--- src/rtl/imm_ext_pipe.sv ---
`default_nettype none
// ============================================================================
// Module   : imm_ext_pipe
// Brief    : Immediate extension (zero/sign/upper/branch) registered behind a
//            2-entry skid FIFO with valid/ready on both sides, a sideband tag
//            and a synchronous flush.
// Revision : 1.0 - initial release
// ============================================================================
module imm_ext_pipe #(
    parameter int IN_W  = 16,
    parameter int OUT_W = 32,
    parameter int TAG_W = 5
) (
    input  logic             clk,
    input  logic             resetn,
    input  logic             flush,
    input  logic             in_valid,
    output logic             in_ready,
    input  logic [IN_W-1:0]  in_imm,
    input  logic [1:0]       in_mode,
    input  logic [TAG_W-1:0] in_tag,
    output logic             out_valid,
    input  logic             out_ready,
    output logic [OUT_W-1:0] out_imm,
    output logic [TAG_W-1:0] out_tag
);

    localparam int         c_PAD_W      = OUT_W - IN_W;
    localparam logic [1:0] c_MODE_ZERO  = 2'b00;
    localparam logic [1:0] c_MODE_SIGN  = 2'b01;
    localparam logic [1:0] c_MODE_UPPER = 2'b10;
    localparam logic [1:0] c_MODE_BRANCH = 2'b11;
    localparam logic [1:0] c_FULL       = 2'd2;

    logic [OUT_W-1:0] imm_mem_q [2];
    logic [TAG_W-1:0] tag_mem_q [2];
    logic             rd_ptr_q, rd_ptr_d;
    logic             wr_ptr_q, wr_ptr_d;
    logic [1:0]       count_q,  count_d;

    logic [OUT_W-1:0] w_sext;
    logic [OUT_W-1:0] w_ext;
    logic             w_accept;
    logic             w_pop;

    assign w_sext = {{c_PAD_W{in_imm[IN_W-1]}}, in_imm};

    // Extension selected by mode; computed before the buffer so only the result is stored.
    always_comb begin
        w_ext = '0;
        case (in_mode)
            c_MODE_ZERO:   w_ext = {{c_PAD_W{1'b0}}, in_imm};
            c_MODE_SIGN:   w_ext = w_sext;
            c_MODE_UPPER:  w_ext = {in_imm, {c_PAD_W{1'b0}}};
            c_MODE_BRANCH: w_ext = {w_sext[OUT_W-3:0], 2'b00};
            default:       w_ext = '0;
        endcase
    end

    // in_ready derives only from stored occupancy, never from out_ready.
    assign in_ready  = (count_q != c_FULL);
    assign out_valid = (count_q != 2'd0);
    assign out_imm   = imm_mem_q[rd_ptr_q];
    assign out_tag   = tag_mem_q[rd_ptr_q];

    assign w_accept = in_valid && in_ready;
    assign w_pop    = out_valid && out_ready;

    // Pointer and occupancy next state; flush wins over any accept or pop.
    always_comb begin
        rd_ptr_d = rd_ptr_q;
        wr_ptr_d = wr_ptr_q;
        count_d  = count_q;
        if (flush) begin
            rd_ptr_d = 1'b0;
            wr_ptr_d = 1'b0;
            count_d  = 2'd0;
        end else begin
            if (w_accept) begin
                wr_ptr_d = ~wr_ptr_q;
            end
            if (w_pop) begin
                rd_ptr_d = ~rd_ptr_q;
            end
            case ({w_accept, w_pop})
                2'b10:   count_d = count_q + 2'd1;
                2'b01:   count_d = count_q - 2'd1;
                default: count_d = count_q;
            endcase
        end
    end

    // State registers; reset clears entries so out_imm/out_tag read zero.
    always_ff @(posedge clk or negedge resetn) begin
        if (!resetn) begin
            rd_ptr_q <= 1'b0;
            wr_ptr_q <= 1'b0;
            count_q  <= 2'd0;
            for (int i = 0; i < 2; i++) begin
                imm_mem_q[i] <= '0;
                tag_mem_q[i] <= '0;
            end
        end else begin
            rd_ptr_q <= rd_ptr_d;
            wr_ptr_q <= wr_ptr_d;
            count_q  <= count_d;
            if (!flush && w_accept) begin
                imm_mem_q[wr_ptr_q] <= w_ext;
                tag_mem_q[wr_ptr_q] <= in_tag;
            end
        end
    end

endmodule
`default_nettype wire

--- config.mk ---
export PLATFORM = sky130hd
export DESIGN_NAME = imm_ext_pipe
export DESIGN_NICKNAME = d
export VERILOG_FILES = /design/src/rtl/imm_ext_pipe.sv
export SDC_FILE = /design/constraint.sdc
export NUM_CORES = 1
export LEC_CHECK = 0
export CORE_MARGIN = 2
export CORE_UTILIZATION = 55
export DETAILED_ROUTE_END_ITERATION = 16
export PLACE_DENSITY = 0.87
export SYNTH_ARGS = -nofsm -noshare
export SYNTH_HDL_FRONTEND = slang
export SYNTH_SLANG_ARGS = --single-unit
--- constraint.sdc ---
create_clock -name clk -period 3.3 [get_ports clk]
set_input_delay 0.66 -clock clk [delete_from_list [all_inputs] [get_ports clk]]
set_output_delay 0.66 -clock clk [all_outputs]
set_load 0.05 [all_outputs]
# Word level (Yosys, flattened, before mapping)
# Index checks and enable logic that the tools add are counted.
# word_totals
ff_bits	78
input_bits	28
output_inout_bits	39
word_cells	51
# classes
addsub	2
n_lt_le_gt_ge	3
n_eq_ne	6
muxes	19
bitwise_logic	4
reduce_logical	10
# op_table
cell	count
32-bit two-way mux	4
32-bit one-hot mux with 4 select lines	1
64-bit bitwise mux	1
32-bit demux with 1-bit select	1
5-bit two-way mux	4
10-bit bitwise mux	1
2-bit == test, second input constant	3
2-bit nonzero test	3
5-bit demux with 1-bit select	1
2-bit by 1-bit == test with 1-bit output, second input constant	2
2-bit greater-or-equal comparator, second input constant	2
1-bit logical AND	4
1-bit two-way mux	4
1-bit NOT with 2-bit output	2
2-bit one-hot mux with 2 select lines	1
3-bit nonzero test	1
2-bit by 1-bit adder with 2-bit output, second input constant	1
2-bit zero test	1
2-bit by 1-bit < comparator with 1-bit output, second input constant	1
2-bit two-way mux	1
2-bit != test, second input constant	1
1-bit NOT	2
2-bit by 1-bit subtractor with 2-bit output, second input constant	1
1-bit zero test	1

# Longest topological paths before layout
# depth
ltp_word	6
ltp_mapped	6
depth_no_buf	4

# Worst setup path before layout
# OpenSTA, ideal clock, no wires.
# synth_timing
path_type	reg-to-output
from	register rd_ptr_q
to	output port out_imm[31]
arrival_time_ps	1728
path_slack_ps	912
stages_incl_launch_ff	3
path_buffers	1
path_cell_list	dfrtp_1 > buf_1 > o21ai_0
# synth_between
elab_chain_cells	4
# synth_rtl
item	line_no	source
start, declared	37	logic rd_ptr_q, rd_ptr_d;
start signal, assigned	104	rd_ptr_q <= rd_ptr_d;
1-bit NOT with 2-bit output (implied by the code)	63	assign out_imm = imm_mem_q[rd_ptr_q];
32-bit two-way mux (implied by the code) (3 in a row)	63	
end, declared	24	output logic [OUT_W-1:0] out_imm,
# Every way passes these cells. The select of a mux whose other input is x is not followed.

# Worst setup path in the final report
# layout_timing
from	register count_q[0]
to	output port in_ready
# layout_between
elab_chain_cells	1
# layout_rtl
item	line_no	source
start, declared	39	logic [1:0] count_q, count_d;
start signal, assigned	106	count_q <= count_d;
2-bit != test	61	assign in_ready = (count_q != c_FULL);
end, declared	18	output logic in_ready,
# Every way passes these cells.

==> summary.md <==
| Metric | Value |
|---|---|
| Status | `completed` |
| Req. time, crit path | `2.64 ns` |
| DR vias/cell | `5.65` |
| Slew margin rel. | `0.362` |
| Die ar. | `0.00758 mm²` |
| Initial antenna violation count | `0` |
| DP HPWL | `5080 µm` |
| Core Region | `0.00672 mm²` |
| Critical path, cell by cell | `and2b_4 > inv_1 > clkdlybuf4s50_1` |
| Worst-skew pair later-pin latency | `0.34 ns` |
| Util after Layout | `0.685` |
| Setup violations, final | `0` |
| Post-synthesis cell area | `0.00380 mm²` |
| Clock skew | `0.00810 ns` |
| DR iter-0 viols | `164` |
| Synthesized Nets | `299` |
| Post-CTS Hold Fix Bufs | `0` |
| Yosys warns | `0` |
| Final Wtd Congestion | `0.795` |
| PortBufs | `66` |
| Clock buffer depth | `2` |
| Gate Count Post-Synth | `271` |
| Worst R2R Path Depth | `5` |
| Largest net degree at the start of global routing | `79` |
| Max Slew Vio Count | `0` |
| GRT Overall Usage | `0.211` |
| RR Endpoint | `imm_mem_q[21]` |
| Peak VDD IR | `306 µV` |
| Clock transition at path regs | `0.08 ns` |
| WP data arrival | `1.87 ns` |
| Vias | `2,374` |
| Dpl ws | `0.830 ns` |
| Mapped Avg Cell Area | `14.0 µm²` |
| Number of fill cells | `474` |
| Post-Layout Cell Count | `420` |
| Placed instance count | `405` |
| Period utilization | `0.767` |
| Upper clock frequency limit | `395 MHz` |
| Measured slew at the worst slew-check pin | `0.958 ns` |
| Setup ws final | `0.769 ns` |
| CTS root buf | `clkbuf_8` |
| Crit path to | `in_ready` |
| CP endpoint kind | `output port` |
| CP Launch Type | `flip-flop` |
| Die Span Y | `87.1 µm` |
| RSZ-0062 raised after global routing | `false` |
| Static Leak | `2.20 nW` |
| Post-DR wirelength/cell | `18.4 µm` |
| Final Hold Viols | `0` |
| Post-CTS sizing | `0` |
| Post-route DRC | `0` |
| Slowest Stage Delay on Critical Path | `0.80 ns` |
| Worst path slowest cell | `clkdlybuf4s50_1` |
| Layout cells sized above 1 | `0.482` |
| CTS tree | `done` |
| IO Count | `67` |
| Hold WC Path Type | `primary input to async pin` |
| MaxCap Viol Count | `0` |
| Flop-to-flop setup slack | `1.43 ns` |
| Reg2reg start | `count_q[0]` |
| Register area share after synthesis | `0.514` |
| Total power density per cell area | `667 mW/mm²` |
| Drt first pass iters | `4` |
| Critical path type | `flip-flop to output port` |
| Post-CTS setup buffer count | `0` |
| Crit Path Max Fanout | `6` |
| First-pass GRT wire length | `12,000 µm` |
| CP startpoint | `count_q[0]` |
| Post-DRT Antenna Nets | `0` |
| GR Overflow Total | `0` |
| Vias in the first global route | `2,347` |
| Site Rows | `30` |
| Die width | `87.1 µm` |
| Placed cell area | `0.00443 mm²` |
| Number of H-tree levels | `3` |
| Yosys reg bits | `78` |
| CTS Sinks | `78` |
| Post-route cell area | `0.00460 mm²` |
| Detailed Route WL | `7710 µm` |
| Final TNS setup | `0 ns` |
| ANT cells | `0` |
| Minimum clock period after layout | `2.53 ns` |
| Post-synthesis cell type count | `31` |
| CTS buffer count | `9` |
| Area growth syn-to-layout | `21.2%` |
| Initial core utilization | `0.565` |
| Nets | `364` |
-- cells in the final DEF (no fill, tap or decap) --
cell type	instances
clkinv_2	3
inv_2	1
buf_12	2
mux2_2	84
nand2_1	3
buf_4	40
nor2_1	2
or2_2	1
or3_2	1
a2bb2oi_1	1
and2_1	1
and2_0	2
inv_1	6
a21oi_1	5
xor2_1	1
clkbuf_8	11
a22oi_1	1
mux2_4	18
mux2i_1	5
a22o_1	13
clkdlybuf4s50_1	28
dfrtp_1	78
o21ai_0	7
nand4b_1	1
nand3b_1	1
mux2_1	3
nor2b_1	3
nor3b_1	1
and2b_4	1
clkinvlp_4	1
a21o_1	14
nor4_4	1
-- registers in the layout, indices dropped and copies added, names as in the netlist --
signal     flops
imm_mem_q     64
tag_mem_q     10
count_q        2
rd_ptr_q       1
wr_ptr_q       1
-- how the worst min path moves through the flow --
stage,from,to,slack (ns),cells after the start
after detailed placement,imm_mem_q[48],imm_mem_q[48],0.48,1
final,resetn,tag_mem_q[4],0.46,1
after global placement,imm_mem_q[42],imm_mem_q[42],0.46,1
after floorplan,resetn,count_q[0],0.36,0
after CTS,imm_mem_q[48],imm_mem_q[48],0.49,1
after global routing,tag_mem_q[1],tag_mem_q[1],0.51,1
-- power breakdown --
group	internal (mW)	total, mW	switching [mW]
clock	0.306	0.631	0.325
sequential	1.18	1.29	0.112
combinational	0.490	1.15	0.657
total	1.98	3.07	1.09
-- logic make-up after synthesis --
kind of cell,Yosys count,share of synthesized area
muxes,110,0.342
DFF,78,0.514
AOI/OAI and AO/OA,41,0.0778
buffers and inverters,23,0.0306
and+or+nand+nor,18,0.0330
xor gates and xnor gates,1,0.00231
-- cells in the mapped netlist, drive strengths merged --
cell       n  share of area
or2        1         0.0016
a21o      14          0.028
a22o      13          0.030
o21ai      7         0.0092
mux2i      5          0.013
or3        1         0.0020
nor4       1         0.0056
nor3b      1         0.0020
inv        7         0.0069
dfrtp     78           0.51
nand3b     1         0.0020
a21oi      5         0.0066
nor2       2         0.0020
clkbuf     6         0.0059
and2       3         0.0049
buf       10          0.018
mux2     105           0.33
nand4b     1         0.0023
a2bb2oi    1         0.0023
nand2      3         0.0030
and2b      1         0.0026
a22oi      1         0.0020
nor2b      3         0.0049
xor2       1         0.0023
-- cell type report --
type,instances,area (µm²),area share
tap,80,100,0.0218
inverter,7,26.3,0.00571
timing repair buffer,70,621,0.135
clock inverter,4,22.5,0.00489
clock buffer,11,151,0.0329
multi-input combinational,170,1730,0.376
sequential,78,1950,0.424
-- per-stage QoR --
step | hold slack (ns) | power, mW
4_1_cts | 0.494 | 3.09
5_1_grt | 0.513 | 3.20
3_3_place_gp | 0.463 | 2.42
6_report | 0.456 | 3.07
2_1_floorplan | 0.364 | 2.14
3_5_place_dp | 0.477 | 2.46
-- per-layer routing --
layer | GRT usage | routed length [µm]
met1 | 0.294 | 3460
met2 | 0.329 | 3810
met3 | 0.0370 | 285
met4 | 0.0881 | 151
met5 | 0 | 0
-- worst max-delay path, delay by kind of cell, from the launching register on --
family	cells	cell delay (ns)
flops	1	0.42
simple gates	1	0.24
buf+inv	2	0.87
No activity file was read; power rests on OpenSTA's default activity.
